## src/rtl/hd_input_stage.sv

```systemverilog
// hd_input_stage: per-channel sample FIFOs feeding the HD accelerator idata port.
// Build option: define HD_INPUT_STAGE_DROP_OLDEST_EN to overwrite the oldest entry of a full channel.
package pkg_common;
  localparam int PREPROC_DATA_WIDTH = 8;
endpackage

module hd_input_stage #(
  parameter int NUM_CHANNELS = 4,
  parameter int FIFO_DEPTH   = 4,
  parameter int DATA_WIDTH   = pkg_common::PREPROC_DATA_WIDTH
) (
  input  logic                            clk_i,
  input  logic                            rst_ni,
  input  logic                            flush_i,
  input  logic                            sample_valid_i,
  output logic                            sample_ready_o,
  input  logic [$clog2(NUM_CHANNELS)-1:0] sample_ch_i,
  input  logic [DATA_WIDTH-1:0]           sample_i,
  output logic                            idata_valid_o,
  output logic [DATA_WIDTH-1:0]           idata_o,
  input  logic                            idata_ack_sample_i,
  input  logic                            idata_switch_channel_i,
  output logic [$clog2(NUM_CHANNELS)-1:0] cur_ch_o,
  output logic                            overflow_o
);

  localparam int CH_W  = $clog2(NUM_CHANNELS);
  localparam int PTR_W = $clog2(FIFO_DEPTH);
  localparam int CNT_W = PTR_W + 1;
  localparam logic [CNT_W-1:0] CNT_FULL = CNT_W'(FIFO_DEPTH);
  localparam logic [CNT_W-1:0] CNT_ZERO = {CNT_W{1'b0}};
  localparam logic [PTR_W-1:0] PTR_ZERO = {PTR_W{1'b0}};
  localparam logic [CH_W-1:0]  CH_ZERO  = {CH_W{1'b0}};
  localparam logic [CH_W-1:0]  CH_LAST  = CH_W'(NUM_CHANNELS - 1);

  logic [DATA_WIDTH-1:0] mem_r    [NUM_CHANNELS][FIFO_DEPTH];
  logic [PTR_W-1:0]      rd_ptr_r [NUM_CHANNELS];
  logic [PTR_W-1:0]      wr_ptr_r [NUM_CHANNELS];
  logic [CNT_W-1:0]      count_r  [NUM_CHANNELS];
  logic [CH_W-1:0]       cur_ch_r;

  logic [PTR_W-1:0]      rd_ptr_nxt_s [NUM_CHANNELS];
  logic [PTR_W-1:0]      wr_ptr_nxt_s [NUM_CHANNELS];
  logic [CNT_W-1:0]      count_nxt_s  [NUM_CHANNELS];
  logic [CH_W-1:0]       cur_ch_nxt_s;

  logic [NUM_CHANNELS-1:0] full_s;
  logic [NUM_CHANNELS-1:0] empty_s;
  logic [NUM_CHANNELS-1:0] push_ch_s;
  logic [NUM_CHANNELS-1:0] pop_ch_s;
  logic [NUM_CHANNELS-1:0] ovw_ch_s;
  logic                    push_s;
  logic                    pop_s;

  // Per-channel occupancy flags
  always_comb begin
    for (int c = 0; c < NUM_CHANNELS; c++) begin
      full_s[c]  = (count_r[c] == CNT_FULL);
      empty_s[c] = (count_r[c] == CNT_ZERO);
    end
  end

`ifdef HD_INPUT_STAGE_DROP_OLDEST_EN
  assign sample_ready_o = 1'b1;
`else
  logic ready_s;

  // Ready reflects only the addressed channel's fullness, never a same-cycle pop
  always_comb begin
    ready_s = 1'b0;
    for (int c = 0; c < NUM_CHANNELS; c++) begin
      ready_s = ready_s | ((sample_ch_i == CH_W'(c)) & ~full_s[c]);
    end
  end

  assign sample_ready_o = ready_s;
`endif

  assign push_s = sample_valid_i & sample_ready_o;
  assign pop_s  = idata_ack_sample_i & idata_valid_o;

  // Route push/pop to channels; an overwrite is a push into a full channel that is not popping
  always_comb begin
    for (int c = 0; c < NUM_CHANNELS; c++) begin
      push_ch_s[c] = push_s & (sample_ch_i == CH_W'(c));
      pop_ch_s[c]  = pop_s & (cur_ch_r == CH_W'(c));
`ifdef HD_INPUT_STAGE_DROP_OLDEST_EN
      ovw_ch_s[c]  = push_ch_s[c] & full_s[c] & ~pop_ch_s[c];
`else
      ovw_ch_s[c]  = 1'b0;
`endif
    end
  end

  // Next pointer/count state; flush dominates every other event
  always_comb begin
    for (int c = 0; c < NUM_CHANNELS; c++) begin
      rd_ptr_nxt_s[c] = rd_ptr_r[c];
      wr_ptr_nxt_s[c] = wr_ptr_r[c];
      count_nxt_s[c]  = count_r[c];
      if (flush_i) begin
        rd_ptr_nxt_s[c] = PTR_ZERO;
        wr_ptr_nxt_s[c] = PTR_ZERO;
        count_nxt_s[c]  = CNT_ZERO;
      end else begin
        if (push_ch_s[c]) begin
          wr_ptr_nxt_s[c] = wr_ptr_r[c] + PTR_W'(1);
        end else begin
          wr_ptr_nxt_s[c] = wr_ptr_r[c];
        end
        if (pop_ch_s[c] | ovw_ch_s[c]) begin
          rd_ptr_nxt_s[c] = rd_ptr_r[c] + PTR_W'(1);
        end else begin
          rd_ptr_nxt_s[c] = rd_ptr_r[c];
        end
        if (push_ch_s[c] & ~pop_ch_s[c] & ~ovw_ch_s[c]) begin
          count_nxt_s[c] = count_r[c] + CNT_W'(1);
        end else if (pop_ch_s[c] & ~push_ch_s[c]) begin
          count_nxt_s[c] = count_r[c] - CNT_W'(1);
        end else begin
          count_nxt_s[c] = count_r[c];
        end
      end
    end
  end

  // Channel pointer: the pop above uses the old channel, the switch lands next cycle
  always_comb begin
    cur_ch_nxt_s = cur_ch_r;
    if (flush_i) begin
      cur_ch_nxt_s = CH_ZERO;
    end else if (idata_switch_channel_i) begin
      cur_ch_nxt_s = (cur_ch_r == CH_LAST) ? CH_ZERO : cur_ch_r + CH_W'(1);
    end else begin
      cur_ch_nxt_s = cur_ch_r;
    end
  end

  // State and storage registers
  always_ff @(posedge clk_i or negedge rst_ni) begin
    if (!rst_ni) begin
      cur_ch_r <= CH_ZERO;
      for (int c = 0; c < NUM_CHANNELS; c++) begin
        rd_ptr_r[c] <= PTR_ZERO;
        wr_ptr_r[c] <= PTR_ZERO;
        count_r[c]  <= CNT_ZERO;
        for (int e = 0; e < FIFO_DEPTH; e++) begin
          mem_r[c][e] <= {DATA_WIDTH{1'b0}};
        end
      end
    end else begin
      cur_ch_r <= cur_ch_nxt_s;
      for (int c = 0; c < NUM_CHANNELS; c++) begin
        rd_ptr_r[c] <= rd_ptr_nxt_s[c];
        wr_ptr_r[c] <= wr_ptr_nxt_s[c];
        count_r[c]  <= count_nxt_s[c];
        if (!flush_i && push_ch_s[c]) begin
          mem_r[c][wr_ptr_r[c]] <= sample_i;
        end
      end
    end
  end

`ifdef HD_INPUT_STAGE_DROP_OLDEST_EN
  logic overflow_r;

  // Sticky overwrite indication, cleared only by flush or reset
  always_ff @(posedge clk_i or negedge rst_ni) begin
    if (!rst_ni) begin
      overflow_r <= 1'b0;
    end else if (flush_i) begin
      overflow_r <= 1'b0;
    end else begin
      overflow_r <= overflow_r | (|ovw_ch_s);
    end
  end

  assign overflow_o = overflow_r;
`else
  assign overflow_o = 1'b0;
`endif

  assign idata_valid_o = ~empty_s[cur_ch_r];
  assign idata_o       = mem_r[cur_ch_r][rd_ptr_r[cur_ch_r]];
  assign cur_ch_o      = cur_ch_r;

endmodule

```

## config.mk

```make
export PLATFORM = sky130hd
export DESIGN_NAME = hd_input_stage
export DESIGN_NICKNAME = d
export VERILOG_FILES = /design/src/rtl/hd_input_stage.sv
export SDC_FILE = /design/constraint.sdc
export NUM_CORES = 1
export LEC_CHECK = 0
export ABC_AREA = 1
export CAP_MARGIN = 10
export CORE_ASPECT_RATIO = 0.75
export CORE_UTILIZATION = 45
export DETAILED_ROUTE_END_ITERATION = 16
export DONT_BUFFER_PORTS = 1
export PLACE_DENSITY = 0.67
export SYNTH_ARGS = -nofsm -noshare
export SYNTH_HDL_FRONTEND = slang
export SYNTH_SLANG_ARGS = --single-unit
```

## constraint.sdc

```tcl
create_clock -name clk_i -period 4.69 [get_ports clk_i]
set_input_delay 0.938 -clock clk_i [delete_from_list [all_inputs] [get_ports clk_i]]
set_output_delay 0.938 -clock clk_i [all_outputs]
set_load 0.01 [all_outputs]
```

* Word level (Yosys, flattened, before mapping)
Cells that the tools add are included.
** Operators by class
- Muxes and demuxes :: 54
- Magnitude comparators :: 11
- Bitwise gates (word level) :: 44
- Equality and inequality tests :: 10
- Reductions and logical operators :: 28
- Add/sub/neg operators :: 17
** Operators with widths (count)
- bitwise mux 32 bit :: 4
- binary-select mux 32 bit (select 2 bit) :: 1
- demux 8 bit (select 2 bit) :: 4
- 2-to-1 mux 32 bit :: 2
- 2-to-1 mux 8 bit :: 6
- 2-to-1 mux 2 bit :: 21
- 2-to-1 mux 3 bit :: 12
- bitwise AND 1 bit :: 22
- adder 2 x 1 -> 2 bit (second input constant) :: 9
- >= comparator 3 bit (second input constant) :: 6
- inverter 2 -> 3 bit :: 6
- nonzero test 2 bit :: 9
- binary-select mux 8 bit (select 2 bit) :: 1
- inverter 1 bit :: 13
- adder 3 x 1 -> 3 bit (second input constant) :: 4
- == test 3 bit (second input constant) :: 4
- logical NOT 3 bit :: 4
- less-than comparator 3 x 1 -> 1 bit (second input constant) :: 4
- nonzero test 3 bit :: 4
- subtractor 3 x 1 -> 3 bit (second input constant) :: 4
- == test 2 bit (second input constant) :: 4
- logical AND 1 bit :: 8
- binary-select mux 2 bit (select 2 bit) :: 1
- == test 2 x 1 -> 1 bit (second input constant) :: 2
- 6 further kinds :: 9
** Storage, ports and cells
- Register bits after elaboration :: 158
- Input bits :: 16

* Logic depth before layout (Yosys ltp)
Gate-level depths: netlist (run 1).
- Depth after elaboration :: 13
- Depth in mapped cells :: 14
- Depth with buffers taken out :: 13

* Worst setup path after synthesis (run 1)
Ideal clock, no wire load.
- Path kind :: input to register
- Start :: input sample_ch_i[0]
- End :: register count_r[10] (netlist bit)
- Path slack :: 2002 ps
- Arrival :: 2612 ps
- Data required time :: 4614 ps
- Cell stages on the path :: 10
- Setup time :: 76 ps
- Path buffers :: 0
- Cells stage by stage :: nor2_1 -> nand2_1 -> nand2_2 -> nor2_2 -> nor2_8 -> nand2_4 -> nor2_1 -> fa_1 -> or2_2 -> o21ai_1
** Between the ends
- Longest elaborated chain between the ends :: 10
** Ends and longest elaborated chain
- from (decl) :: line 17 : input logic [$clog2(NUM_CHANNELS)-1:0] sample_ch_i,
- == test 2 x 1 -> 1 bit / logical NOT 2 bit (equally long branches) :: line 72, 85
- bitwise AND 1 bit :: line 72 : ready_s = ready_s | ((sample_ch_i == CH_W'(c)) & ~full_s[c]);
- OR 1 bit (3 in series) :: line 72
- bitwise AND 1 bit :: line 79 : assign push_s = sample_valid_i & sample_ready_o;
- bitwise AND 1 bit (*) :: line 85 : push_ch_s[c] = push_s & (sample_ch_i == CH_W'(c));
- bitwise AND 1 bit / inverter 1 bit (equally long branches) :: line 116, 118
- 2-to-1 mux 3 bit / bitwise AND 1 bit (equally long branches) :: line 116, 118
- 2-to-1 mux 3 bit / nonzero test 3 bit (equally long branches)
- to (signal, indexed assignment) :: line 156 : count_r[c] <= count_nxt_s[c];
- to (decl) :: line 39 : logic [CNT_W-1:0] count_r [NUM_CHANNELS];
Mark *: on every way between the ends. The rest lies on a longest branch, timed or not.
A chain may end at the register's enable or synchronous reset.

* Final worst setup path (run 1)
- Start :: register cur_ch_r[0], in the netlist cur_ch_o[0]
- End :: output idata_o[7]
** Between the ends
- Longest elaborated chain between the ends :: 8
** Ends and longest elaborated chain
- from (decl) :: line 40 : logic [CH_W-1:0] cur_ch_r;
- from (signal assigned) :: line 152 : cur_ch_r <= cur_ch_nxt_s;
- inverter 2 -> 3 bit (not written as such) (*) :: line 184 : assign idata_o = mem_r[cur_ch_r][rd_ptr_r[cur_ch_r]];
- binary-select mux 2 bit (select 2 bit) :: line 184
- 2-to-1 mux 2 bit (not written as such) (2 in series) :: line 184
- inverter 2 -> 3 bit (not written as such) :: line 184
- binary-select mux 8 bit (select 2 bit) (*) :: line 184
- 2-to-1 mux 8 bit (not written as such) (*) (2 in series) :: line 184
- to (decl) :: line 20 : output logic [DATA_WIDTH-1:0] idata_o,
Mark *: on every way between the ends. The rest lies on a longest branch, timed or not. The select of a mux whose other input is x is not followed.

==> results of run 1 <==
## routing by layer
layer / share of wire / wire length, um / track usage / vias up
met5: 0 / 0 / 0 / -
met4: 0.015 / 278 / 0.05882 / 0
met3: 0.050 / 958 / 0.05339 / 19
met2: 0.43 / 8251 / 0.3357 / 156
met1: 0.51 / 9682 / 0.3328 / 2956
li1: - / - / - / 3019
## layout by cell type, fill, tap and decap left out, types with 8 or more instances in the layout
cell and n:
dfrtp_1 157, o22ai_1 42, nand2_1 192, ha_1 20, nand2_2 10, o21ai_0 92, clkbuf_16 17, nor2_1 90
a21oi_1 13, o21ai_2 15, nand3_1 21, nand2_4 11, inv_1 49, o21ai_1 116, o21bai_1 8
## through the flow
step / hold slack [ps] / area (um2)
3_3_place_gp: 466.1 / 7990
4_1_cts: 191.4 / 8594
6_report: 213.7 / 8594
2_1_floorplan: 453.5 / 7948
5_1_grt: 185.1 / 8594
3_5_place_dp: 468.6 / 7990
## sequential cells by signal, indices dropped and copies added, names as in the netlist
| signal | flops |
|---|---|
| mem_r | 128 |
| count_r | 12 |
| rd_ptr_r | 8 |
| wr_ptr_r | 8 |
| cur_ch_o | 2 |
## cell usage after synthesis
| library cell | count | area [um2] |
|---|---|---|
| nand2_1 | 192 | 720.7 |
| nand3_1 | 21 | 105.1 |
| or2_2 | 2 | 12.51 |
| dfrtp_1 | 158 | 3954 |
| nor2_4 | 2 | 22.52 |
| nand4_1 | 2 | 12.51 |
| buf_6 | 8 | 90.09 |
| fa_1 | 4 | 80.08 |
| inv_2 | 7 | 26.28 |
| o211ai_1 | 1 | 7.510 |
| a32oi_2 | 1 | 16.27 |
| o21bai_1 | 8 | 60.06 |
| nand2_4 | 11 | 123.9 |
| o21ai_2 | 15 | 131.4 |
| ha_1 | 20 | 250.2 |
| o21ai_0 | 92 | 460.4 |
| clkbuf_1 | 27 | 101.4 |
| xor2_1 | 3 | 26.28 |
| nand2_2 | 10 | 62.56 |
| o21ai_1 | 116 | 580.6 |
| nor3_1 | 2 | 10.01 |
| nand3_4 | 2 | 35.03 |
| buf_4 | 1 | 7.510 |
| conb_1 | 1 | 3.750 |
| nor2_8 | 5 | 100.1 |
| a21oi_1 | 13 | 65.06 |
| inv_1 | 49 | 183.9 |
| o22ai_1 | 42 | 262.8 |
| nor2_1 | 90 | 337.8 |
| buf_2 | 17 | 85.08 |
| nor2_2 | 2 | 12.51 |
## worst register-to-register path, stage by stage (launching register included)
cell     delay (ps)
dfrtp_1         380
inv_1           500
buf_4           390
nand3_1         110
nand2_1         210
nand3_1         180
nand3_1         170
inv_1            80
fa_1            400
xor2_1          190
xor2_1          170
o21ai_1          70
## final timing paths
kind | endpoint | slack (ps) | depth (start not counted)
worst max register to register | count_r[2] | 1730 | 11
worst min-delay path | count_r[8] | 210 | 0
max in group asynchronous | mem_r[69] | 4230 | 0
min in group clk_i | mem_r[10] | 490 | 2
worst max-delay path | idata_o[7] | 640 | 6
worst min register to register | mem_r[10] | 490 | 2
## layout make-up
cell class	count	area (um2)
clock buffer	18	439.2
clock inverter	14	165.2
fill	1662	8437
inverter	56	210.2
multi-input combinational	657	3500
sequential	158	3955
tap	236	295.3
timing repair buffer	4	30.03
## cell families (layout without fill, tap and decap cells)
group	count (synthesis)	in the layout
simple gates	341	341
compound gates	288	288
flops	158	158
buf+inv	109	92
fa+ha+maj	24	24
xor+xnor	3	3
other cells	1	1
## power by group
part           leakage, nW  internal [W]  switching (W)
clock                0.296      0.000734       0.000649
sequential            2.14       0.00151      0.0000950
combinational         1.62      0.000217       0.000398
==> reports/qor.txt, run 1 <==
status -> complete, no violations
CP Buf/Inv Count -> 2
post-route setup slack -> 641.7 ps
post-route ant nets -> 0
RSZ-0062 raised after global routing -> no
CP max FO -> 73
Lkg Pwr -> 4.052 nW
iteration count of the initial detailed-routing pass -> 5
initial antenna violation count -> 0
clk buf depth -> 2
vias -> 6,150
DR iter-0 viols -> 602
HPWL Detailed -> 12,470 um
Overall Power -> 0.003605 W
core area -> 17,030 um2
post-CTS resize count -> 0
post-synthesis compound-gate area fraction -> 0.1993
Period minus WS final -> 4048 ps
power per cell area -> 419.4 nW/um2
main combinational cell family by area after synthesis -> compound AO/OA/AOI/OAI gates
VDD IR max -> 0.1984 mV
Yosys cell types -> 31
CP Launch Type -> flip-flop
Seq/Total Area, Yosys -> 0.4975
setup TNS -> 0 ps
max incr delay on CP -> 720 ps
ratio of cells with drive above 1 in the final layout -> 0.1036
Hold Vio Cnt, Final -> 0
Post-Synth Adder-Cell Area -> 0.04156
routability cong. -> 0.8424
CP startpoint -> cur_ch_o[0]
Initial Util -> 0.4666
r2r startpoint -> cur_ch_o[1]
die height -> 117.1 um
Synth Area in XOR/XNOR -> 0.003306
critical path, cell by cell -> buf_4 > nand2_1 > a32oi_2 > inv_1 > o21ai_0 > o22ai_1
final setup vio count -> 0
Setup crit end kind -> primary output
Worst-path clk slew -> 70 ps
Clock Skew -> 12.78 ps
Num CTS Buffers -> 17
IO Pins -> 29
gr ovfl total -> 0
cts hold-fix bufs -> 0
Warnings, synthesis -> 0
largest net degree at the start of global routing -> 159
die area -> 18,200 um2
share of synthesized area spent on multiplexers -> 0
H-tree depth -> 4
vias in the first global route -> 5,505
Root Buffer -> clkbuf_16
worst slew pin tran -> 809.1 ps
TritonCTS Sinks -> 158
Post-Syn Instances -> 924
Vias/cell -> 5.381
CP Class -> reg -> out
type of the worst min-delay path -> in -> async
# diodes -> 0
fmax -> 247.0 MHz
clk_lat worst skew -> 430 ps
Final Cycle Share -> 0.8632
Slew HR -> 0.4606
final non-filler cell total -> 1,143
Max-Cap Viols -> 0
I/O Buffers -> 0
# Post-CTS Setup Buffers -> 0
cell with the largest stage delay on the worst path -> a32oi_2
#FFs+latches synth -> 158
crit-path leading delay family -> compound AO/OA/AOI/OAI gates
drt total wl -> 19,170 um
Slew Limit Fails -> 0
Area Overhead vs Synth -> 8.139%
TritonCTS clock tree -> yes
setup slack after placement -> 1113 ps
Critical Path AT -> 3110 ps
row cnt -> 41
Tot GR Track Use -> 0.2261
Chip Width -> 155.5 um
wire per inst -> 16.77 um
Post-Route Utilization -> 0.5046
syn nets -> 964
syn avg cell area -> 8.601 um2
Post-Syn Area -> 7948 um2
dpl cells -> 1,111
simple-gate portion of the synthesized area -> 0.1957
Nets -> 934
residual DRC count -> 0
global-route wire length before repair -> 30,810 um
Worst Path Required -> 3750 ps
Power figures use the tool's default switching activity.
==> inputs of run 2 (changes only) <==
Settings changed: CORE_ASPECT_RATIO 0.75 to 0.9, HOLD_SLACK_MARGIN set to 0.1.
==> run 2 against run 1 <==
Final cell count hardly changed. Clock skew is 3.6 ps lower. Register-to-register slack better by 80 ps. Count of clock-buffer cells in the layout is 2 higher. Global-route usage is 0.36 points lower. Utilization is 0.16 points lower. Setup slack worse by 41 ps. Sequential share of layout area is 0.067 points higher. Final area is 0.15% lower. Critical endpoint is now idata_o[4]. Critical path depth stayed put.
==> reports/qor.txt, run 2 (synthesis results as in run 1) <==
IO Pins -> 29
post-CTS resize count -> 0
type of the worst min-delay path -> in -> async
clk_lat worst skew -> 430 ps
gr ovfl total -> 0
Clock Skew -> 9.183 ps
HPWL Detailed -> 11,790 um
wire per inst -> 16.55 um
post-route setup slack -> 600.4 ps
CP Buf/Inv Count -> 2
CP Launch Type -> flip-flop
Final Cycle Share -> 0.8720
CP startpoint -> cur_ch_o[0]
DP Area -> 7989 um2
status -> complete, no violations
clk buf depth -> 2
critical path, cell by cell -> buf_4 > nand2_1 > a32oi_2 > inv_1 > o21bai_1 > o22ai_1
CP Class -> reg -> out
fmax -> 244.5 MHz
Tot GR Track Use -> 0.2225
VDD IR max -> 0.2733 mV
H-tree depth -> 4
Slew HR -> 0.4441
largest net degree at the start of global routing -> 159
residual DRC count -> 0
ratio of cells with drive above 1 in the final layout -> 0.1025
iteration count of the initial detailed-routing pass -> 5
setup TNS -> 0 ps
Area Overhead vs Synth -> 7.982%
vias -> 6,108
worst slew pin tran -> 833.8 ps
DR iter-0 viols -> 538
Root Buffer -> clkbuf_16
cell with the largest stage delay on the worst path -> a32oi_2
RSZ-0062 raised after global routing -> no
Hold Vio Cnt, Final -> 0
Vias/cell -> 5.349
hold slack -> 200.0 ps
Setup crit end kind -> primary output
most common cell after layout, fill and taps aside -> nand2_1
cts hold-fix bufs -> 0
vias in the first global route -> 5,535
core area -> 17,060 um2
TritonCTS Sinks -> 158
fillers -> 1,601
register with the most flip-flops -> mem_r
Max-Cap Viols -> 0
row cnt -> 45
crit-path leading delay family -> compound AO/OA/AOI/OAI gates
Nets -> 934
Initial Util -> 0.4659
Critical Path AT -> 3150 ps
power per cell area -> 420.5 nW/um2
Worst Path Required -> 3750 ps
reg2reg setup slack -> 1810 ps
Period minus WS final -> 4090 ps
Chip Width -> 142.1 um
# Post-CTS Setup Buffers -> 0
initial antenna violation count -> 1
max incr delay on CP -> 740 ps
I/O Buffers -> 0
Crit path depth -> 6
Num CTS Buffers -> 17
most frequent cells in the layout -> 192 x nand2_1, 157 x dfrtp_1, 116 x o21ai_1
post-route cell area -> 8582 um2
die area -> 18,200 um2
die height -> 128.1 um
Slew Limit Fails -> 0
Worst-path clk slew -> 70 ps
setup slack after placement -> 1078 ps
Largest regs -> mem_r (128), count_r (12)
global-route wire length before repair -> 30,590 um
Post-Route Utilization -> 0.5030
Lkg Pwr -> 4.039 nW
post-route ant nets -> 0
capture point of the worst reg-to-reg path -> count_r[10]
drt total wl -> 18,900 um
CP max FO -> 73
reg2reg path depth -> 10
final setup vio count -> 0
TritonCTS clock tree -> yes
r2r startpoint -> cur_ch_o[0]
max reg flops -> 128
routability cong. -> 0.8008
critical path endpoint -> idata_o[4]
# diodes -> 0
==> run 2: worst min-delay path by stage <==
stage	from	endpoint	slack [ps]	depth (start not counted)
floorplan	mem_r[32]	mem_r[32]	450	2
global placement	mem_r[112]	mem_r[112]	470	2
detailed placement	mem_r[115]	mem_r[115]	470	2
CTS	rst_ni	mem_r[67]	190	0
global route	rst_ni	mem_r[102]	180	0
finish	rst_ni	mem_r[67]	200	0
==> run 2: power by group <==
| group | switching, W | internal (W) | leakage [nW] | total [W] |
|---|---|---|---|---|
| registers | 0.0000890 | 0.00151 | 2.14 | 0.00160 |
| clock network | 0.000576 | 0.000816 | 0.283 | 0.00139 |
| logic | 0.000399 | 0.000217 | 1.62 | 0.000616 |
| total | 0.00106 | 0.00255 | 4.04 | 0.00361 |
==> run 2: final cells by class <==
type	count	area [um2]	share of cell area
Clock buffer	20	456.7	0.05321
Clock inverter	12	136.4	0.01589
Inverter	56	210.2	0.02449
Multi-Input combinational cell	657	3500	0.4078
Sequential cell	158	3955	0.4609
Tap cell	235	294.0	0.03426
Timing Repair Buffer	4	30.03	0.003499
==> run 2: layer usage <==
layer / vias up / part of all wire / GRT usage
met5: - / 0.00090 / 0
met4: 2 / 0.016 / 0.05566
met3: 23 / 0.053 / 0.05454
met2: 161 / 0.44 / 0.3328
met1: 2905 / 0.49 / 0.3234
li1: 3017 / - / -
==> run 2: per-stage QoR <==
step	total power, W	instances
after floorplan	0.002094	924
after global placement	0.002218	1110
after detailed placement	0.002234	1110
after CTS	0.003620	1142
after global routing	0.003785	1142
final	0.003609	1142
